$ cat src/rtl/instr_fetch_unit.sv
// ---------------------------------------------------------------------------
// instr_fetch_unit
//   Sequential instruction fetcher with a 2-entry instruction buffer.
//   Requests one 32-bit word at a time from instruction memory, tags it with
//   its fetch address and queues it for the decode stage. A redirect from the
//   next-PC logic reloads the fetch PC and flushes the buffer.
//
// Ports
//   CLK         in   1   clock, all state updates on the rising edge
//   resetl      in   1   asynchronous active-low reset
//   NextPC      in   64  redirect target
//   Redirect    in   1   load NextPC and flush the buffer
//   CurrentPC   out  64  fetch PC register
//   ImemReq     out  1   instruction-memory read request (registered state)
//   ImemAddr    out  64  read address, always equal to CurrentPC
//   ImemAck     in   1   read complete, ImemData valid this cycle
//   ImemData    in   32  fetched instruction word
//   InstrValid  out  1   buffer head valid
//   Instr       out  32  instruction at the buffer head
//   InstrPC     out  64  address of Instr
//   DecReady    in   1   decode accepts the head entry
// ---------------------------------------------------------------------------
module instr_fetch_unit #(
  parameter logic [63:0] RESET_PC = 64'h0
) (
  input  logic        CLK,
  input  logic        resetl,
  input  logic [63:0] NextPC,
  input  logic        Redirect,
  output logic [63:0] CurrentPC,
  output logic        ImemReq,
  output logic [63:0] ImemAddr,
  input  logic        ImemAck,
  input  logic [31:0] ImemData,
  output logic        InstrValid,
  output logic [31:0] Instr,
  output logic [63:0] InstrPC,
  input  logic        DecReady
);

  typedef enum logic {
    ST_FETCH = 1'b0,
    ST_FULL  = 1'b1
  } state_e;

  state_e      state_q, state_d;
  logic [1:0]  count_q, count_d;
  logic [63:0] pc_q, pc_d;
  // Buffer is a two-register shift queue: head drives the outputs directly.
  logic [31:0] head_instr_q, head_instr_d;
  logic [63:0] head_pc_q, head_pc_d;
  logic [31:0] tail_instr_q, tail_instr_d;
  logic [63:0] tail_pc_q, tail_pc_d;
  logic        push_s;
  logic        pop_s;

  assign ImemReq    = (state_q == ST_FETCH);
  assign CurrentPC  = pc_q;
  assign ImemAddr   = pc_q;
  assign InstrValid = (count_q != 2'd0);
  assign Instr      = head_instr_q;
  assign InstrPC    = head_pc_q;

  // Redirect suppresses both the memory handshake and the decode pop.
  assign push_s = ImemReq & ImemAck & ~Redirect;
  assign pop_s  = InstrValid & DecReady & ~Redirect;

  // Next-state for PC, buffer occupancy, buffer contents and FSM.
  always_comb begin
    pc_d         = pc_q;
    count_d      = count_q;
    head_instr_d = head_instr_q;
    head_pc_d    = head_pc_q;
    tail_instr_d = tail_instr_q;
    tail_pc_d    = tail_pc_q;
    state_d      = state_q;

    if (Redirect) begin
      // NextPC is loaded verbatim, low bits included.
      pc_d    = NextPC;
      count_d = 2'd0;
    end else begin
      if (push_s) begin
        pc_d = pc_q + 64'd4;
      end else begin
        pc_d = pc_q;
      end

      case ({push_s, pop_s})
        2'b10: begin
          count_d = count_q + 2'd1;
          if (count_q == 2'd0) begin
            head_instr_d = ImemData;
            head_pc_d    = pc_q;
          end else begin
            tail_instr_d = ImemData;
            tail_pc_d    = pc_q;
          end
        end
        2'b01: begin
          count_d = count_q - 2'd1;
          if (count_q == 2'd2) begin
            head_instr_d = tail_instr_q;
            head_pc_d    = tail_pc_q;
          end else begin
            head_instr_d = head_instr_q;
            head_pc_d    = head_pc_q;
          end
        end
        2'b11: begin
          // Occupancy unchanged; the new word lands behind whatever remains.
          count_d = count_q;
          if (count_q == 2'd2) begin
            head_instr_d = tail_instr_q;
            head_pc_d    = tail_pc_q;
            tail_instr_d = ImemData;
            tail_pc_d    = pc_q;
          end else begin
            head_instr_d = ImemData;
            head_pc_d    = pc_q;
          end
        end
        default: begin
          count_d = count_q;
        end
      endcase
    end

    if (count_d == 2'd2) begin
      state_d = ST_FULL;
    end else begin
      state_d = ST_FETCH;
    end
  end

  // State, PC and buffer registers.
  always_ff @(posedge CLK or negedge resetl) begin
    if (!resetl) begin
      state_q      <= ST_FETCH;
      count_q      <= 2'd0;
      pc_q         <= RESET_PC;
      head_instr_q <= 32'd0;
      head_pc_q    <= 64'd0;
      tail_instr_q <= 32'd0;
      tail_pc_q    <= 64'd0;
    end else begin
      state_q      <= state_d;
      count_q      <= count_d;
      pc_q         <= pc_d;
      head_instr_q <= head_instr_d;
      head_pc_q    <= head_pc_d;
      tail_instr_q <= tail_instr_d;
      tail_pc_q    <= tail_pc_d;
    end
  end

endmodule

$ cat config.mk
export PLATFORM = sky130hd
export DESIGN_NAME = instr_fetch_unit
export DESIGN_NICKNAME = d
export VERILOG_FILES = /design/src/rtl/instr_fetch_unit.sv
export SDC_FILE = /design/constraint.sdc
export NUM_CORES = 1
export LEC_CHECK = 0
export ABC_AREA = 1
export CAP_MARGIN = 25
export CORE_MARGIN = 2
export CORE_UTILIZATION = 46
export CTS_CLUSTER_SIZE = 20
export DETAILED_ROUTE_END_ITERATION = 12
export PLACE_DENSITY = 0.74
export SLEW_MARGIN = 15
export SYNTH_ARGS = -nofsm -noshare
export SYNTH_HDL_FRONTEND = slang
export SYNTH_SLANG_ARGS = --single-unit
$ cat constraint.sdc
create_clock -name CLK -period 2.6 [get_ports CLK]
set_input_delay 0.52 -clock CLK [delete_from_list [all_inputs] [get_ports CLK]]
set_output_delay 0.52 -clock CLK [all_outputs]
set_load 0.02 [all_outputs]
## Yosys cells after proc, flatten, opt, wreduce, memory -nomap -nowiden

Cells that the tools add are included.

- Register bits after elaboration: 259
- Output and inout port bits: 226
- Word-level logic and storage cells: 51

- $add $sub $neg: 3
- Equality and inequality tests: 9
- Multiplexer cells: 19
- Bitwise logic cells: 6
- Reduce and logical (&&, ||, !) cells: 7

Operators with widths:

| kind | count |
|---|---|
| 64-bit 2-to-1 mux | 7 |
| 64-bit one-hot mux with 3 select lines | 1 |
| 32-bit 2-to-1 mux | 5 |
| 64-bit one-hot mux with 2 select lines | 1 |
| 32-bit one-hot mux with 3 select lines | 1 |
| 64-bit by 3-bit adder with 64-bit output (second input constant) | 1 |
| 32-bit one-hot mux with 2 select lines | 1 |
| 2-bit == test (second input constant) | 4 |
| 2-bit != test (second input constant) | 4 |
| 4-bit AND reduction | 2 |
| 2-bit nonzero test | 3 |
| 1-bit bitwise AND | 4 |
| 2-bit one-hot mux with 2 select lines | 1 |
| 3-bit nonzero test | 1 |
| 2-bit by 1-bit adder with 2-bit output (second input constant) | 1 |
| 2-bit by 1-bit == test with 1-bit output (second input constant) | 1 |
| 2-bit zero test | 1 |
| 2-bit 2-to-1 mux | 1 |
| 1-bit inverter | 2 |
| 2-bit by 1-bit subtractor with 2-bit output (second input constant) | 1 |
| 1-bit 2-to-1 mux | 1 |

## Logic depth before layout (Yosys ltp)

- Word-level depth: 8
- Gate-level depth with buffers: 14
- Mapped depth without buffers: 12

## Worst setup path after synthesis

No wires, ideal clock.

- Path kind: input to register
- Start point: input port ImemAck
- End point: register head_pc_q[14] (netlist: InstrPC[14])
- Arrival: 2.427 ns
- Data required time: 2.523 ns
- Path slack: 0.095 ns
- Stages: 14
- Path buffers: 3
- Path through: inv_1 -> nor2_1 -> nand2_1 -> clkinv_1 -> clkbuf_1 -> ha_1 -> nor2_1 -> nand2_1 -> o21ai_1 -> a211oi_2 -> buf_4 -> buf_2 -> nor2_1 -> a21oi_1

- Cells in the longest elaborated chain, start to end: 5

RTL lines:

| item | line | text |
|---|---|---|
| start, declared | 33 | `input logic ImemAck,` |
| 1-bit bitwise AND * (2 in series) | 65 | `assign push_s = ImemReq & ImemAck & ~Redirect;` |
| 2-bit by 1-bit == test with 1-bit output or 2-bit == test (tied branches) | 89 | `case ({push_s, pop_s})` |
| 2-bit != test (no source line) or 3-bit nonzero test (tied branches) | n/a |  |
| 4-bit AND reduction (no source line) | n/a |  |
| end signal, assigned | 151 | `head_pc_q <= head_pc_d;` |
| end, declared | 51 | `logic [63:0] head_pc_q, head_pc_d;` |

Every way passes the cells marked *; elsewhere a longest branch is shown, timed or not.
A chain may end at the register's enable or synchronous reset.

## Worst setup path in the final report

- Start point: register pc_q[45] (netlist: CurrentPC[45])
- End point: output port ImemAddr[45]

RTL lines:

| item | line | text |
|---|---|---|
| start, declared | 48 | `logic [63:0] pc_q, pc_d;` |
| start signal, assigned | 149 | `pc_q <= pc_d;` |
| end, declared | 32 | `output logic [63:0] ImemAddr,` |

No word-level cell between the ends.

==> flow_summary.html <==
<table>
<tr><th>Metric</th><th>Value</th></tr>
<tr><th colspan="2">Setup path</th></tr>
<tr><td>Required arrival time at the worst endpoint</td><td>2.08 ns</td></tr>
<tr><td>Category of the worst setup path capture point</td><td>output pin</td></tr>
<tr><td>Startpoint-to-endpoint class of the critical path</td><td>reg2out</td></tr>
<tr><td>Count of buffering cells on the critical path with inverters included</td><td>1</td></tr>
<tr><td>Type of origin of the critical path</td><td>flop</td></tr>
<tr><td>CP Data Arrival Time</td><td>between 1.5 and 2 ns</td></tr>
<tr><td>Critical path's slowest cell</td><td>sky130_fd_sc_hd__clkdlybuf4s50_1</td></tr>
<tr><td>Delay of the slowest cell on the worst path</td><td>between 0.6 and 0.7 ns</td></tr>
<tr><td>Worst Reg-to-Reg Cells</td><td>12</td></tr>
<tr><td>Cell count along the critical path</td><td>1</td></tr>
<tr><td>Crit-path cells</td><td>clkdlybuf4s50_1</td></tr>
<tr><td>Worst path top cell family by delay</td><td>buffers and inverters</td></tr>
<tr><td>Critical Path Fanout Max</td><td>7</td></tr>
<tr><th colspan="2">Pwr</th></tr>
<tr><td>Static Leakage</td><td>~7.9 nW</td></tr>
<tr><td>Proportion of power drawn by combinational gates</td><td>~32%</td></tr>
<tr><td>Net switching power</td><td>around 5 mW</td></tr>
<tr><td>Clock power share</td><td>27.9%</td></tr>
<tr><td>Sequential share of power</td><td>approximately 40%</td></tr>
<tr><td>Pint</td><td>9.75 mW</td></tr>
<tr><td>Pwr/cell area</td><td>about 800 nW/um2</td></tr>
<tr><td>Worst voltage drop across the vdd grid</td><td>around 0.47 mV</td></tr>
<tr><td>Share of total power consumed by net switching</td><td>34.2%</td></tr>
<tr><th colspan="2">STA</th></tr>
<tr><td>Worst Tran Pin Value</td><td>~0.91 ns</td></tr>
<tr><td>Final Hold Fails</td><td>0</td></tr>
<tr><td>Number of failing setup endpoints in the final timing report</td><td>0</td></tr>
<tr><td>Top achievable clock speed</td><td>424 MHz</td></tr>
<tr><td>Worst slew margin</td><td>a little under 40%</td></tr>
<tr><td>Maximum clock skew at final layout</td><td>~0.014 ns</td></tr>
<tr><td>Ratio of final minimum period to clock period</td><td>just over 90%</td></tr>
<tr><td>Crit path time final</td><td>between 2 and 2.5 ns</td></tr>
<tr><td>Number of max-slew violations in the final report</td><td>0</td></tr>
<tr><td>Unrepaired setup endpoints after global routing</td><td>no</td></tr>
<tr><td>Final worst setup slack</td><td>0.239 ns</td></tr>
<tr><th colspan="2">Synth</th></tr>
<tr><td>Net count after synthesis</td><td>around 1900</td></tr>
<tr><td>Yosys reg bits</td><td>between 200 and 300</td></tr>
<tr><td>Area of the mapped netlist</td><td>about 14000 um2</td></tr>
<tr><td>Register area share after synthesis</td><td>between 40 and 50%</td></tr>
<tr><td>Post-Syn Instances</td><td>1794</td></tr>
<tr><td>Count of distinct cell types in the synthesized netlist</td><td>39</td></tr>
<tr><td>Syn_area_per_cell</td><td>roughly 7.8 um2</td></tr>
<tr><td>Count of yosys warnings during synthesis</td><td>0</td></tr>
<tr><th colspan="2">Global route</th></tr>
<tr><td>Number of antenna violations at the first check in global routing</td><td>2</td></tr>
<tr><td>First-pass GRT wire length</td><td>about 71000 um</td></tr>
<tr><td>Number of global-route vias before repair</td><td>about 13000</td></tr>
<tr><td>Total gr overflow</td><td>0</td></tr>
<tr><td>Pin count of the biggest net entering global routing</td><td>between 70 and 80</td></tr>
<tr><td>Global routing usage summed across all routing layers</td><td>28.6%</td></tr>
<tr><th colspan="2">Floorplan</th></tr>
<tr><td>Core Box Area</td><td>29700 um2</td></tr>
<tr><td>Die area</td><td>around 32000 um2</td></tr>
<tr><td>Starting density of the core</td><td>around 47%</td></tr>
<tr><td>Vertical extent of the die</td><td>178 um</td></tr>
<tr><td>Chip Width</td><td>approximately 180 um</td></tr>
<tr><td># rows</td><td>63</td></tr>
<tr><td>Boundary Pins</td><td>between 300 and 400</td></tr>
<tr><th colspan="2">Final layout</th></tr>
<tr><td>Non-filler instance count after layout</td><td>roughly 2500</td></tr>
<tr><td>Fraction of final layout cells sized beyond drive strength 1</td><td>under 10%</td></tr>
<tr><td>Number of fill cells in the layout</td><td>2591</td></tr>
<tr><td>Commonest cells after routing, fill and taps aside</td><td>sky130_fd_sc_hd__nand2_1, sky130_fd_sc_hd__clkdlybuf4s50_1, sky130_fd_sc_hd__dfrtp_1</td></tr>
<tr><td>Commonest non-fill, non-tap cell in the layout</td><td>sky130_fd_sc_hd__nand2_1</td></tr>
<tr><td>Nets@finish</td><td>2146</td></tr>
<tr><td>Layout area overhead</td><td>31.4%</td></tr>
<tr><td>Post-layout util</td><td>61.7%</td></tr>
<tr><th colspan="2">Run</th></tr>
<tr><td>Max-Cap Viols</td><td>0</td></tr>
<tr><th colspan="2">Routing</th></tr>
<tr><td>DRC violations left</td><td>0</td></tr>
<tr><td>Per-cell via count in the routed design</td><td>5.41</td></tr>
<tr><td>First-pass DRT Iterations</td><td>5</td></tr>
<tr><td>Per-cell routed wire length</td><td>~19 um</td></tr>
<tr><td>DRC marker count from the first detailed-route iteration</td><td>1019</td></tr>
<tr><td>Number of antenna-violating nets in the routed design</td><td>0</td></tr>
<tr><td>Final wirelength</td><td>~45000 um</td></tr>
<tr><td>Total number of vias</td><td>between 10000 and 15000</td></tr>
<tr><th colspan="2">Placed design</th></tr>
<tr><td>Post-placement worst setup slack</td><td>-0.130 ns</td></tr>
<tr><td>Placed wire-length estimate</td><td>33200 um</td></tr>
<tr><td>Final weighted congestion in routability-driven placement</td><td>between 0.9 and 1</td></tr>
<tr><td>Placed insts</td><td>roughly 2400</td></tr>
<tr><td>IO buf count</td><td>approximately 330</td></tr>
<tr><th colspan="2">Clock tree</th></tr>
<tr><td>Clock slew at the register clock pins of the worst setup and hold paths</td><td>0.06 ns</td></tr>
<tr><td>Maximum clock path buffer count</td><td>3</td></tr>
<tr><td>Number of buffers inserted during clock tree synthesis</td><td>29</td></tr>
<tr><td>H-tree depth</td><td>1</td></tr>
<tr><td>Clock tree from TritonCTS</td><td>done</td></tr>
<tr><td>Clock sink count</td><td>roughly 260</td></tr>
<tr><td>Post-cts sizing count</td><td>0</td></tr>
<tr><td>Root buffer cell</td><td>sky130_fd_sc_hd__clkbuf_16</td></tr>
<tr><td>Source-to-sink clock delay at the later pin of the worst-skew pair</td><td>0.55 ns</td></tr>
<tr><th colspan="2">Worst hold path</th></tr>
<tr><td>Worst hold path cell count</td><td>4</td></tr>
<tr><td>Min-delay worst type</td><td>in2reg</td></tr>
<tr><th colspan="2">Outcome</th></tr>
<tr><td>Run status</td><td>finished, final reports clean</td></tr>
</table>
synthesized netlist by cell type (all sizes together):
master | number | area, um2
a211oi | 1 | 12.5
a21o | 1 | 7.51
a21oi | 102 | 514
a31oi | 4 | 25.0
and2 | 1 | 6.26
buf | 132 | 877
clkbuf | 25 | 101
clkinv | 1 | 3.75
dfrtp | 259 | 6480
ha | 4 | 50.1
inv | 145 | 544
nand2 | 414 | 1580
nand3 | 172 | 866
nand4 | 16 | 100
nor2 | 238 | 988
nor3 | 3 | 15.0
nor3b | 1 | 7.51
nor4 | 2 | 12.5
o211ai | 16 | 120
o21a | 97 | 728
o21ai | 130 | 651
o21bai | 3 | 22.5
o221ai | 5 | 43.8
o22ai | 1 | 6.26
o311ai | 1 | 8.76
xor2 | 20 | 175
registers in the layout, summed over array words and instances (netlist names):
name / flops
tail_pc_q: 64
Instr: 32
state_q: 1
CurrentPC: 64
tail_instr_q: 32
count_q: 2
InstrPC: 64
per-stage QoR:
step	TNS (ns)	hold slack (ns)	power [mW]	instance area [um2]
floorplan	0	0.224	8.39	14000
detailed placement	-8.71	0.474	10.7	17400
finish	0	0.305	14.8	18300
global route	0	0.337	15.6	18300
global placement	-2.65	0.467	10.6	17400
CTS	0	0.287	14.9	18300
metal layers:
layer | track usage, % | wire length [um] | vias up
met5 | 0 | 13 | -
li1 | - | - | 6270
met4 | 10.2 | 1640 | 2
met2 | 47.6 | 21500 | 609
met3 | 5.39 | 3960 | 102
met1 | 37.3 | 18400 | 6281
logic make-up after synthesis:
logic type                 Yosys count  share of synthesized area [%]
buffers and inverters              303                           10.9
adders and majority gates            4                          0.359
AOI/OAI and AO/OA                  361                           15.3
DFF                                259                           46.5
and+or+nand+nor                    847                           25.7
xor gates and xnor gates            20                           1.26
final timing paths:
path | from | end | slack, ns
worst max-delay path | CurrentPC[45] | ImemAddr[45] | 0.24
worst min-delay path | Redirect | CurrentPC[3] | 0.31
worst max register to register | count_q[0] | InstrPC[57] | 0.41
worst min register to register | tail_instr_q[14] | tail_instr_q[14] | 0.48
max in group asynchronous | resetl | Instr[12] | 1.26
min in group asynchronous | resetl | CurrentPC[27] | 0.53
cell type report:
cell class,instances,area [um2],area share (%)
Antenna cell,1,2.50,0.0137
Clock buffer,43,858,4.68
Clock inverter,9,97.6,0.532
Inverter,146,549,3.00
Multi-Input combinational cell,1232,5980,32.6
Sequential cell,259,6480,35.4
Tap cell,390,488,2.66
Timing Repair Buffer,373,3870,21.1
power by group through the flow:
stage | registers, mW | logic, mW | clock network, mW
final | 5.93 | 4.75 | 4.13
after global routing | 6.06 | 5.16 | 4.35
after floorplan | 6.54 | 1.84 | 0
after CTS | 5.92 | 4.79 | 4.19
after detailed placement | 5.96 | 4.77 | 0
after global placement | 5.95 | 4.66 | 0
repair_timing:
item / 4_1_cts / 5_1_grt
hold endpoints to repair: 64 / 0
endpoints found under the setup margin: 0 / 0
buffers inserted: 0 / 0
hold buffers: 1 / 0
No activity file was read; power rests on OpenSTA's default activity.
